## src/rtl/grid_pkg.sv

```systemverilog
// Shared types and helpers for the grid mine game datapath.
package grid_pkg;

  typedef enum logic [1:0] {
    GS_IDLE = 2'd0,
    GS_PLAY = 2'd1,
    GS_WIN  = 2'd2,
    GS_LOSE = 2'd3
  } game_state_t;

  localparam int DIR_UP    = 0;
  localparam int DIR_RIGHT = 1;
  localparam int DIR_DOWN  = 2;
  localparam int DIR_LEFT  = 3;

  function automatic int cell_idx(input int row, input int col, input int cols);
    return row * cols + col;
  endfunction

endpackage

```

## src/rtl/tick_gen.sv

```systemverilog
// Movement tick divider: down-counter that pulses at zero while running and
// sits at its reload value otherwise.
module tick_gen #(
  parameter int TICK_DIV = 12_500_000
) (
  input  logic clk,
  input  logic resetn,
  input  logic run,
  input  logic clr,
  output logic tick
);

  localparam int            CW     = (TICK_DIV > 1) ? $clog2(TICK_DIV) : 1;
  localparam logic [CW-1:0] RELOAD = CW'(TICK_DIV - 1);

  logic [CW-1:0] count_q;
  logic [CW-1:0] count_d;

  always_comb begin
    count_d = RELOAD;
    if (clr || !run) begin
      count_d = RELOAD;
    end else if (count_q == {CW{1'b0}}) begin
      count_d = RELOAD;
    end else begin
      count_d = count_q - CW'(1);
    end
  end

  always_ff @(posedge clk or negedge resetn) begin
    if (!resetn) begin
      count_q <= RELOAD;
    end else begin
      count_q <= count_d;
    end
  end

  assign tick = run && (count_q == {CW{1'b0}});

endmodule

```

## src/rtl/grid_game_datapath.sv

```systemverilog
// Grid mine game datapath: board maps, cursor movement on a divided tick,
// edge-detected flag/step requests and the IDLE/PLAY/WIN/LOSE sequencer.
module grid_game_datapath
  import grid_pkg::*;
#(
  parameter int ROWS     = 8,
  parameter int COLS     = 8,
  parameter int TICK_DIV = 12_500_000,
  parameter int WRAP     = 0
) (
  input  logic                    clk,
  input  logic                    resetn,
  input  logic                    load,
  input  logic [ROWS*COLS-1:0]    mine_in,
  input  logic [3:0]              dir,
  input  logic                    flag_req,
  input  logic                    step_req,
  output logic [ROWS*COLS-1:0]    mine_map,
  output logic [ROWS*COLS-1:0]    flag_map,
  output logic [ROWS*COLS-1:0]    step_map,
  output logic [ROWS*COLS-1:0]    pos_map,
  output logic [$clog2(ROWS)-1:0] pos_row,
  output logic [$clog2(COLS)-1:0] pos_col,
  output logic [3:0]              adj_count,
  output logic [1:0]              game_state,
  output logic                    win,
  output logic                    lose
);

  localparam int            N       = ROWS * COLS;
  localparam int            RW      = $clog2(ROWS);
  localparam int            CW      = $clog2(COLS);
  localparam int            IW      = $clog2(N);
  localparam logic [RW-1:0] ROW_MAX = RW'(ROWS - 1);
  localparam logic [CW-1:0] COL_MAX = CW'(COLS - 1);
  localparam logic [N-1:0]  POS0    = {{(N-1){1'b0}}, 1'b1};
  localparam logic [3:0]    OH_UP   = 4'b0001 << DIR_UP;
  localparam logic [3:0]    OH_RT   = 4'b0001 << DIR_RIGHT;
  localparam logic [3:0]    OH_DN   = 4'b0001 << DIR_DOWN;
  localparam logic [3:0]    OH_LT   = 4'b0001 << DIR_LEFT;

  game_state_t   state_q, state_d;
  logic [N-1:0]  mine_q, mine_d;
  logic [N-1:0]  flag_q, flag_d;
  logic [N-1:0]  step_q, step_d;
  logic [N-1:0]  pos_map_q, pos_map_d;
  logic [RW-1:0] row_q, row_d;
  logic [CW-1:0] col_q, col_d;
  logic [3:0]    adj_q, adj_d;
  logic          win_q, win_d;
  logic          lose_q, lose_d;
  logic          flag_prev_q, flag_prev_d;
  logic          step_prev_q, step_prev_d;

  logic          tick_s;
  logic          run_s;
  logic          load_go_s;
  logic          flag_rise_s;
  logic          step_rise_s;
  logic [IW-1:0] idx_s;
  logic [IW-1:0] new_idx_s;

  // Mines in the eight in-board neighbours; neighbours never wrap.
  function automatic logic [3:0] adj_popcount(input logic [N-1:0]  mines,
                                              input logic [RW-1:0] row,
                                              input logic [CW-1:0] col);
    logic [3:0]    cnt;
    logic [IW-1:0] k;
    int            dr;
    int            dc;
    cnt = 4'd0;
    for (int i = 0; i < N; i++) begin
      dr = (i / COLS) - int'(row);
      dc = (i % COLS) - int'(col);
      k  = IW'(i);
      if ((dr >= -1) && (dr <= 1) && (dc >= -1) && (dc <= 1) && !((dr == 0) && (dc == 0))) begin
        cnt = cnt + {3'b000, mines[k]};
      end else begin
        cnt = cnt;
      end
    end
    return cnt;
  endfunction

  assign run_s       = (state_q == GS_PLAY);
  assign load_go_s   = load && (state_q != GS_PLAY);
  assign flag_rise_s = flag_req && !flag_prev_q;
  assign step_rise_s = step_req && !step_prev_q;

  tick_gen #(
    .TICK_DIV(TICK_DIV)
  ) u_tick_gen (
    .clk   (clk),
    .resetn(resetn),
    .run   (run_s),
    .clr   (load_go_s),
    .tick  (tick_s)
  );

  always_comb begin
    state_d = state_q;
    mine_d  = mine_q;
    flag_d  = flag_q;
    step_d  = step_q;
    row_d   = row_q;
    col_d   = col_q;
    idx_s   = IW'(cell_idx(int'(row_q), int'(col_q), COLS));
    case (state_q)
      GS_PLAY: begin
        if ((mine_q & step_q) != {N{1'b0}}) begin
          state_d = GS_LOSE;
        end else if ((flag_q == mine_q) && (mine_q != {N{1'b0}})) begin
          state_d = GS_WIN;
        end else begin
          state_d = GS_PLAY;
        end
        // Flag beats a same-cycle step; requests use the pre-move cursor.
        if (flag_rise_s) begin
          if (!step_q[idx_s]) begin
            flag_d[idx_s] = ~flag_q[idx_s];
          end else begin
            flag_d = flag_q;
          end
        end else if (step_rise_s && !flag_q[idx_s]) begin
          step_d[idx_s] = 1'b1;
        end else begin
          step_d = step_q;
        end
        if (tick_s) begin
          case (dir)
            OH_UP: row_d = (row_q == {RW{1'b0}}) ? ((WRAP != 0) ? ROW_MAX : {RW{1'b0}})
                                                 : (row_q - RW'(1));
            OH_DN: row_d = (row_q == ROW_MAX) ? ((WRAP != 0) ? {RW{1'b0}} : ROW_MAX)
                                              : (row_q + RW'(1));
            OH_LT: col_d = (col_q == {CW{1'b0}}) ? ((WRAP != 0) ? COL_MAX : {CW{1'b0}})
                                                 : (col_q - CW'(1));
            OH_RT: col_d = (col_q == COL_MAX) ? ((WRAP != 0) ? {CW{1'b0}} : COL_MAX)
                                              : (col_q + CW'(1));
            default: begin
              row_d = row_q;
              col_d = col_q;
            end
          endcase
        end else begin
          row_d = row_q;
          col_d = col_q;
        end
      end
      GS_IDLE, GS_WIN, GS_LOSE: begin
        if (load_go_s) begin
          state_d = GS_PLAY;
          mine_d  = mine_in;
          flag_d  = {N{1'b0}};
          step_d  = {N{1'b0}};
          row_d   = {RW{1'b0}};
          col_d   = {CW{1'b0}};
        end else begin
          state_d = state_q;
        end
      end
      default: state_d = GS_IDLE;
    endcase
  end

  always_comb begin
    new_idx_s   = IW'(cell_idx(int'(row_d), int'(col_d), COLS));
    pos_map_d   = POS0 << new_idx_s;
    adj_d       = adj_popcount(mine_q, row_q, col_q);
    win_d       = (state_d == GS_WIN);
    lose_d      = (state_d == GS_LOSE);
    flag_prev_d = flag_req;
    step_prev_d = step_req;
  end

  always_ff @(posedge clk or negedge resetn) begin
    if (!resetn) begin
      state_q     <= GS_IDLE;
      mine_q      <= {N{1'b0}};
      flag_q      <= {N{1'b0}};
      step_q      <= {N{1'b0}};
      pos_map_q   <= POS0;
      row_q       <= {RW{1'b0}};
      col_q       <= {CW{1'b0}};
      adj_q       <= 4'd0;
      win_q       <= 1'b0;
      lose_q      <= 1'b0;
      flag_prev_q <= 1'b0;
      step_prev_q <= 1'b0;
    end else begin
      state_q     <= state_d;
      mine_q      <= mine_d;
      flag_q      <= flag_d;
      step_q      <= step_d;
      pos_map_q   <= pos_map_d;
      row_q       <= row_d;
      col_q       <= col_d;
      adj_q       <= adj_d;
      win_q       <= win_d;
      lose_q      <= lose_d;
      flag_prev_q <= flag_prev_d;
      step_prev_q <= step_prev_d;
    end
  end

  assign mine_map   = mine_q;
  assign flag_map   = flag_q;
  assign step_map   = step_q;
  assign pos_map    = pos_map_q;
  assign pos_row    = row_q;
  assign pos_col    = col_q;
  assign adj_count  = adj_q;
  assign game_state = state_q;
  assign win        = win_q;
  assign lose       = lose_q;

endmodule

```

## config.mk

```make
export PLATFORM = sky130hd
export DESIGN_NAME = grid_game_datapath
export DESIGN_NICKNAME = d
export VERILOG_FILES = /design/src/rtl/grid_pkg.sv /design/src/rtl/tick_gen.sv /design/src/rtl/grid_game_datapath.sv
export SDC_FILE = /design/constraint.sdc
export NUM_CORES = 1
export LEC_CHECK = 0
export BUFFER_PORTS_ARGS = -buffer_cell sky130_fd_sc_hd__buf_2
export CAP_MARGIN = 30
export CORE_MARGIN = 2
export CORE_UTILIZATION = 30
export DETAILED_ROUTE_END_ITERATION = 6
export PLACE_DENSITY = 0.47
export SLEW_MARGIN = 20
export SYNTH_ARGS = -nofsm -noshare
export SYNTH_HDL_FRONTEND = slang
export SYNTH_SLANG_ARGS = --single-unit
```

## constraint.sdc

```tcl
create_clock -name clk -period 39.3 [get_ports clk]
set_clock_uncertainty 0.05 [all_clocks]
set_input_delay 7.86 -clock clk [delete_from_list [all_inputs] [get_ports clk]]
set_output_delay 7.86 -clock clk [all_outputs]
set_load 0.01 [all_outputs]
```

# Word level (Yosys, flattened, before mapping)
# Cells that the tools add are included.
# word_totals
reg_bits	296
latch_bits	0
ram_bits	0
mem_bits_ro	0
in_bits	73
out_inout_bits	270
n_memories	0
# classes
add_sub_neg	86
n_mul	0
div	0
order_cmp	34
eq_ne	18
n_shift	1
mux	96
bitwise_logic	3
reduce_logical	366
# ops
cell	n
$logic_not 32->1	16
$mux 64	5
$logic_and 1x1->1	271
$pmux 64 s2	2
$add 4x1->4	63
$mux 4	63
$reduce_bool 64->1	2
$logic_not 1->1	68
$and 64x64->64	1
$bwmux 64	1
$eq 64x64->1	1
$ge 4x1->1 const B	16
$le 4x2->1 const B	16
$or 64x64->64	1
$shl 1x6->64 const A	1
$mux 24	2
$sub 3x3->4 const A	8
$logic_not 24->1	1
$mux 3	8
$pmux 3 s2	4
$sub 24x1->24 const B	1
$sub 1x3->4 const A	4
$sub 2x3->4 const A	4
$add 6x3->6	2
25 further kinds	43

# Depth between registers and ports, before layout
# logic_depth
ltp_word	133
ltp_mapped	206

# Hierarchy
# A second synthesis with hierarchy kept.
# unflattened
cells_unflattened	2647
area_unflattened_um2	22995.8
# modules_own_cells
module	instances	cells_each	area_per_inst_um2	seq_area_each_um2
grid_game_datapath	1	2523	21703.3	6807.8
tick_gen	1	124	1292.5	620.6

# Least setup slack after synthesis
# OpenSTA, ideal clock, no wires.
# synth_path
kind	reg2reg
start	register col_q[0] (netlist: pos_col[0])
end	register adj_q[1] (netlist: adj_count[1])
setup_ns	0.125
t_arrival_ns	40.145
t_required_ns	39.125
slack_ns	-1.019
path_stages_with_launch	199
period_less_slack_ns	40.319
cell_sequence	dfrtp_1 buf_2 buf_1 clkbuf_1 inv_1 ha_1 ha_1 clkbuf_1 o21bai_1 mux2_2 nor3_1 ha_1 a21o_1 ha_1 ha_1 mux2_2 ha_1 mux2_2 [... 163 more ...] ha_1 o21ai_0 inv_1 ha_1 nand2_1 o21ai_0 ha_1 nor2_1 nor2_1 ha_1 nand2_1 o31ai_1 ha_1 mux2_2 ha_1 mux2_2 ha_1 mux2_2
# synth_between
elab_chain_cells	132
elab_cells_between_ends	479
classes_between	add/sub: 71; order compare: 16; mux: 64; reduce/logical: 328
# synth_rtl
element	line	text
start: declaration	grid_game_datapath.sv:48	logic [CW-1:0] col_q, col_d;
start signal: assignment	grid_game_datapath.sv:183	col_q <= {CW{1'b0}};
start signal: assignment	grid_game_datapath.sv:196	col_q <= col_d;
$sub 1x3->4	grid_game_datapath.sv:74	dc = (i % COLS) - int'(col);
$ge 4x1->1 / $logic_not 32->1 (equally long branches)	grid_game_datapath.sv:76	if ((dr >= -1) && (dr <= 1) && (dc >= -1) && (dc <= 1) && !((dr == 0) && (dc == 0))) begin
$logic_and 1x1->1	grid_game_datapath.sv:76	
$logic_and 1x1->1 / $logic_not 1->1 (equally long branches)	grid_game_datapath.sv:76	
$logic_and 1x1->1	grid_game_datapath.sv:76	
$mux 1	grid_game_datapath.sv:76	
$add 4x1->4	grid_game_datapath.sv:77	cnt = cnt + {3'b000, mines[k]};
$mux 4	grid_game_datapath.sv:76	
[... 117 more ...]	-	
$mux 4	grid_game_datapath.sv:76	
$add 4x1->4	grid_game_datapath.sv:77	
$mux 4	grid_game_datapath.sv:76	
$add 4x1->4	grid_game_datapath.sv:77	
$mux 4	grid_game_datapath.sv:76	
$add 4x1->4	grid_game_datapath.sv:77	
$mux 4 *	grid_game_datapath.sv:76	
named net adj_d[1]	grid_game_datapath.sv:49	logic [3:0] adj_q, adj_d;
end signal: assignment	grid_game_datapath.sv:197	adj_q <= adj_d;
end: declaration	grid_game_datapath.sv:49	
# Mark *: on every way through the listed nets, which the timed path passes. The rest lies on a longest branch.
# A chain may end at the register's enable or synchronous reset.

# Worst setup path in the final report
# Ends and elaborated chain as after synthesis.

==> qor.txt <==
Min Hold Slack = 0.437 ns
Fin crit period = 37.71 ns
Post-synth EDFFs = 0
Die ar. = 79,300 um2
Period Utilization, post-route = 96.0%
Mean post-synth cell area = 9.28 um2
Clock network fraction of total power = 19.4%
Final Setup Violations = 0
Setup tns final = 0 ns
CTS sink count = 296
Ys async rst share = 100%
Remaining DRCs = 0
Die H = 282 um
Post-Syn Area = 23,100 um2
Clk_lat worst skew = 0.60 ns
GPL Wtd Cong = 0.976
Most frequent cells in the layout = buf_2 (348), dfrtp_1 (277), nand2_1 (238), nor2_1 (230), buf_4 (161)
Final hold viol count = 0
Least-Margin Pin Slew = 1.16 ns
Seq cells post-synth = 296
Max-slew headroom = 22.5%
Die X = 282 um
Worst-path fanout max = 4
CTS tree = done
Max frequency = 26.5 MHz
CP endpoint kind = register
# nets final = 3,167
HPWL after DPL = 80.5 mm
Storage element area = 7430 um2
Global-route wire length before repair = 151 mm
Ys flop type = dfrtp_1
Synthesis Warnings = 0
Crit-path max cell delay = 0.41 ns
P per Cell Area = 69.9 nW/um2
Slew Limit Fails = 0
GRT busiest layer = met2
Initial DRC count = 2,070
Worst path required time = 39.72 ns
Cell Rows = 101
Area occupied by multi-input gates = 15,600 um2
Clock Pin Slew Worst Setup and Hold Paths = 0.07 ns
Most common cell after layout, fill and taps aside = buf_2
M2 GR Usage = 41.5%
Cell Int Power = 1.13 mW
Routed Antenna Nets = 0
Met3 track demand over resource = 6.25%
GR Util All Layers = 25.8%
Via Count = 22.7k
Combinational share of power = 57.0%
Sw frac = 44.3%
Startpoint types = register
Initial core utilization = 30.4%
Net Sw Power = 0.897 mW
Static leakage = 12.8 nW
Largest net degree at the start of global routing = 110
Maxcap violations = 0
CP max stage cell = dfrtp_2
Seq/Total Area, Yosys = 32.1%
Arrival time worst endpoint = 38.13 ns
Ports = 343
Total CTS buffers = 39
Via density = 5.70
CP Class = register to register
Synthesized instance count = 2,492
Post-DR wirelength/cell = 26.5 um
Antenna violations before repair = 6
1st-pass router iterations = 5
Core region area = 76,100 um2
Syn nets = 2,733
Status = finished, final reports clean
Total Wirelength = 106 mm
Fill cell count = 7,843
Clock Root Buffer = clkbuf_16
Share of layout cells above drive strength 1 = 30.2%
CTS Hold Bufs = 0
Seq pwr share = 23.7%
Most used cell, CP = ha_1
Type of the tightest min-delay check = register to register
Port bufs = 342
H-tree Lvls = 2
Vias in the first global route = 22.0k
Grt ovf = 0
Post-synthesis cell type count = 101
Area Overhead vs Synth = 25.3%
Worst VDD drop = 30.4 uV
Clock buffer depth = 3
Met1 GRT Util = 33.4%
through the flow:
step	power, mW	setup slack, ns	std cells	cell area, um2	utilization (%)
2_1_floorplan	1.04	0.0523	2492	23200	-
3_3_place_gp	1.43	0.251	3868	26700	35.1
3_5_place_dp	1.46	-0.792	3873	26700	35.1
4_1_cts	1.90	0.0171	3954	28300	37.2
5_1_grt	2.17	-0.197	3985	29000	38.1
6_report	2.03	1.59	3986	29000	38.1
cells in the mapped netlist, types with 35 or more instances:
cell      instances  area [um2]
dfrtp_1         279        6980
nand2_1         250         938
nor2_1          241         905
ha_1            168        2100
o21ai_0         162         811
xnor2_1         133        1160
a21oi_1         125         626
clkbuf_1        102         383
mux2_2           98        1100
o21a_1           71         533
nor3_1           63         315
xor2_1           54         473
nand4_1          53         332
a211oi_1         43         323
mux4_2           42         946
inv_1            41         154
nand2b_1         35         219
state kept, by name, summed over array words and instances (netlist names):
name and count:
adj_count 4, flag_map 64, flag_prev_q 1, game_state 2, lose 1, mine_map 64, pos_col 3, pos_map 64
pos_row 3, step_map 64, step_prev_q 1, u_tick_gen.count_q 24, win 1
cell type report:
type | instances | area share [%]
Timing Repair Buffer | 519 | 10.6
Clock buffer | 50 | 3.79
Multi-Input combinational cell | 2026 | 53.9
Inverter | 44 | 0.570
Tap cell | 1030 | 4.45
Antenna cell | 2 | 0.0173
Sequential cell | 296 | 25.6
Clock inverter | 19 | 0.993
what timing repair did:
action	4_1_cts	5_1_grt
resized for setup	20	92
setup endpoints to repair	3	3
endpoints found under the hold margin	0	0
setup buffers	12	22
pin swaps	9	48
logic make-up after synthesis:
family | after synthesis | share of synthesized area, %
flip-flops | 296 | 32.1
buffers and inverters | 170 | 2.88
multiplexers | 160 | 9.73
XOR/XNOR | 219 | 10.2
adder cells (fa/ha/maj) | 168 | 9.09
AO/OA/AOI/OAI | 625 | 18.1
AND/OR/NAND/NOR | 854 | 17.9
metal layers:
metal	up-vias	share of wire, %
met5	-	0.0095
met4	2	4.1
met3	249	9.2
met2	1124	45
met1	11300	41
li1	10000	-
power groups by stage:
stage                     Sequential (mW)  Clock, mW  Combinational (mW)
after global placement              0.480          0               0.953
final                               0.480      0.392                1.15
after global routing                0.481      0.410                1.28
after detailed placement            0.481          0               0.980
after CTS                           0.475      0.401                1.02
after floorplan                     0.423          0               0.619
worst paths after layout:
check	cells after the start	from	slack, ns	end
min in group asynchronous	1	resetn	7.32	pos_row[1]$_DFF_PN0_
min	1	u_tick_gen.count_q[0]$_DFF_PN1_	0.44	u_tick_gen.count_q[0]$_DFF_PN1_
max	194	pos_col[0]$_DFF_PN0_	1.59	adj_count[1]$_DFF_PN0_
max in group asynchronous	5	resetn	29.01	mine_map[5]$_DFFE_PN0P_
min reg2reg	1	u_tick_gen.count_q[0]$_DFF_PN1_	0.44	u_tick_gen.count_q[0]$_DFF_PN1_
max reg2reg	194	pos_col[0]$_DFF_PN0_	1.59	adj_count[1]$_DFF_PN0_
critical path, delay by kind of cell (launching register included):
| family | cells | cell delay (ns) |
|---|---|---|
| DFF | 1 | 0.41 |
| buffers and inverters | 9 | 0.58 |
| muxes | 23 | 5.80 |
| adders and majority gates | 66 | 18.89 |
| AOI/OAI and AO/OA | 49 | 7.02 |
| and+or+nand+nor | 47 | 4.80 |
Power figures use the tool's default switching activity.
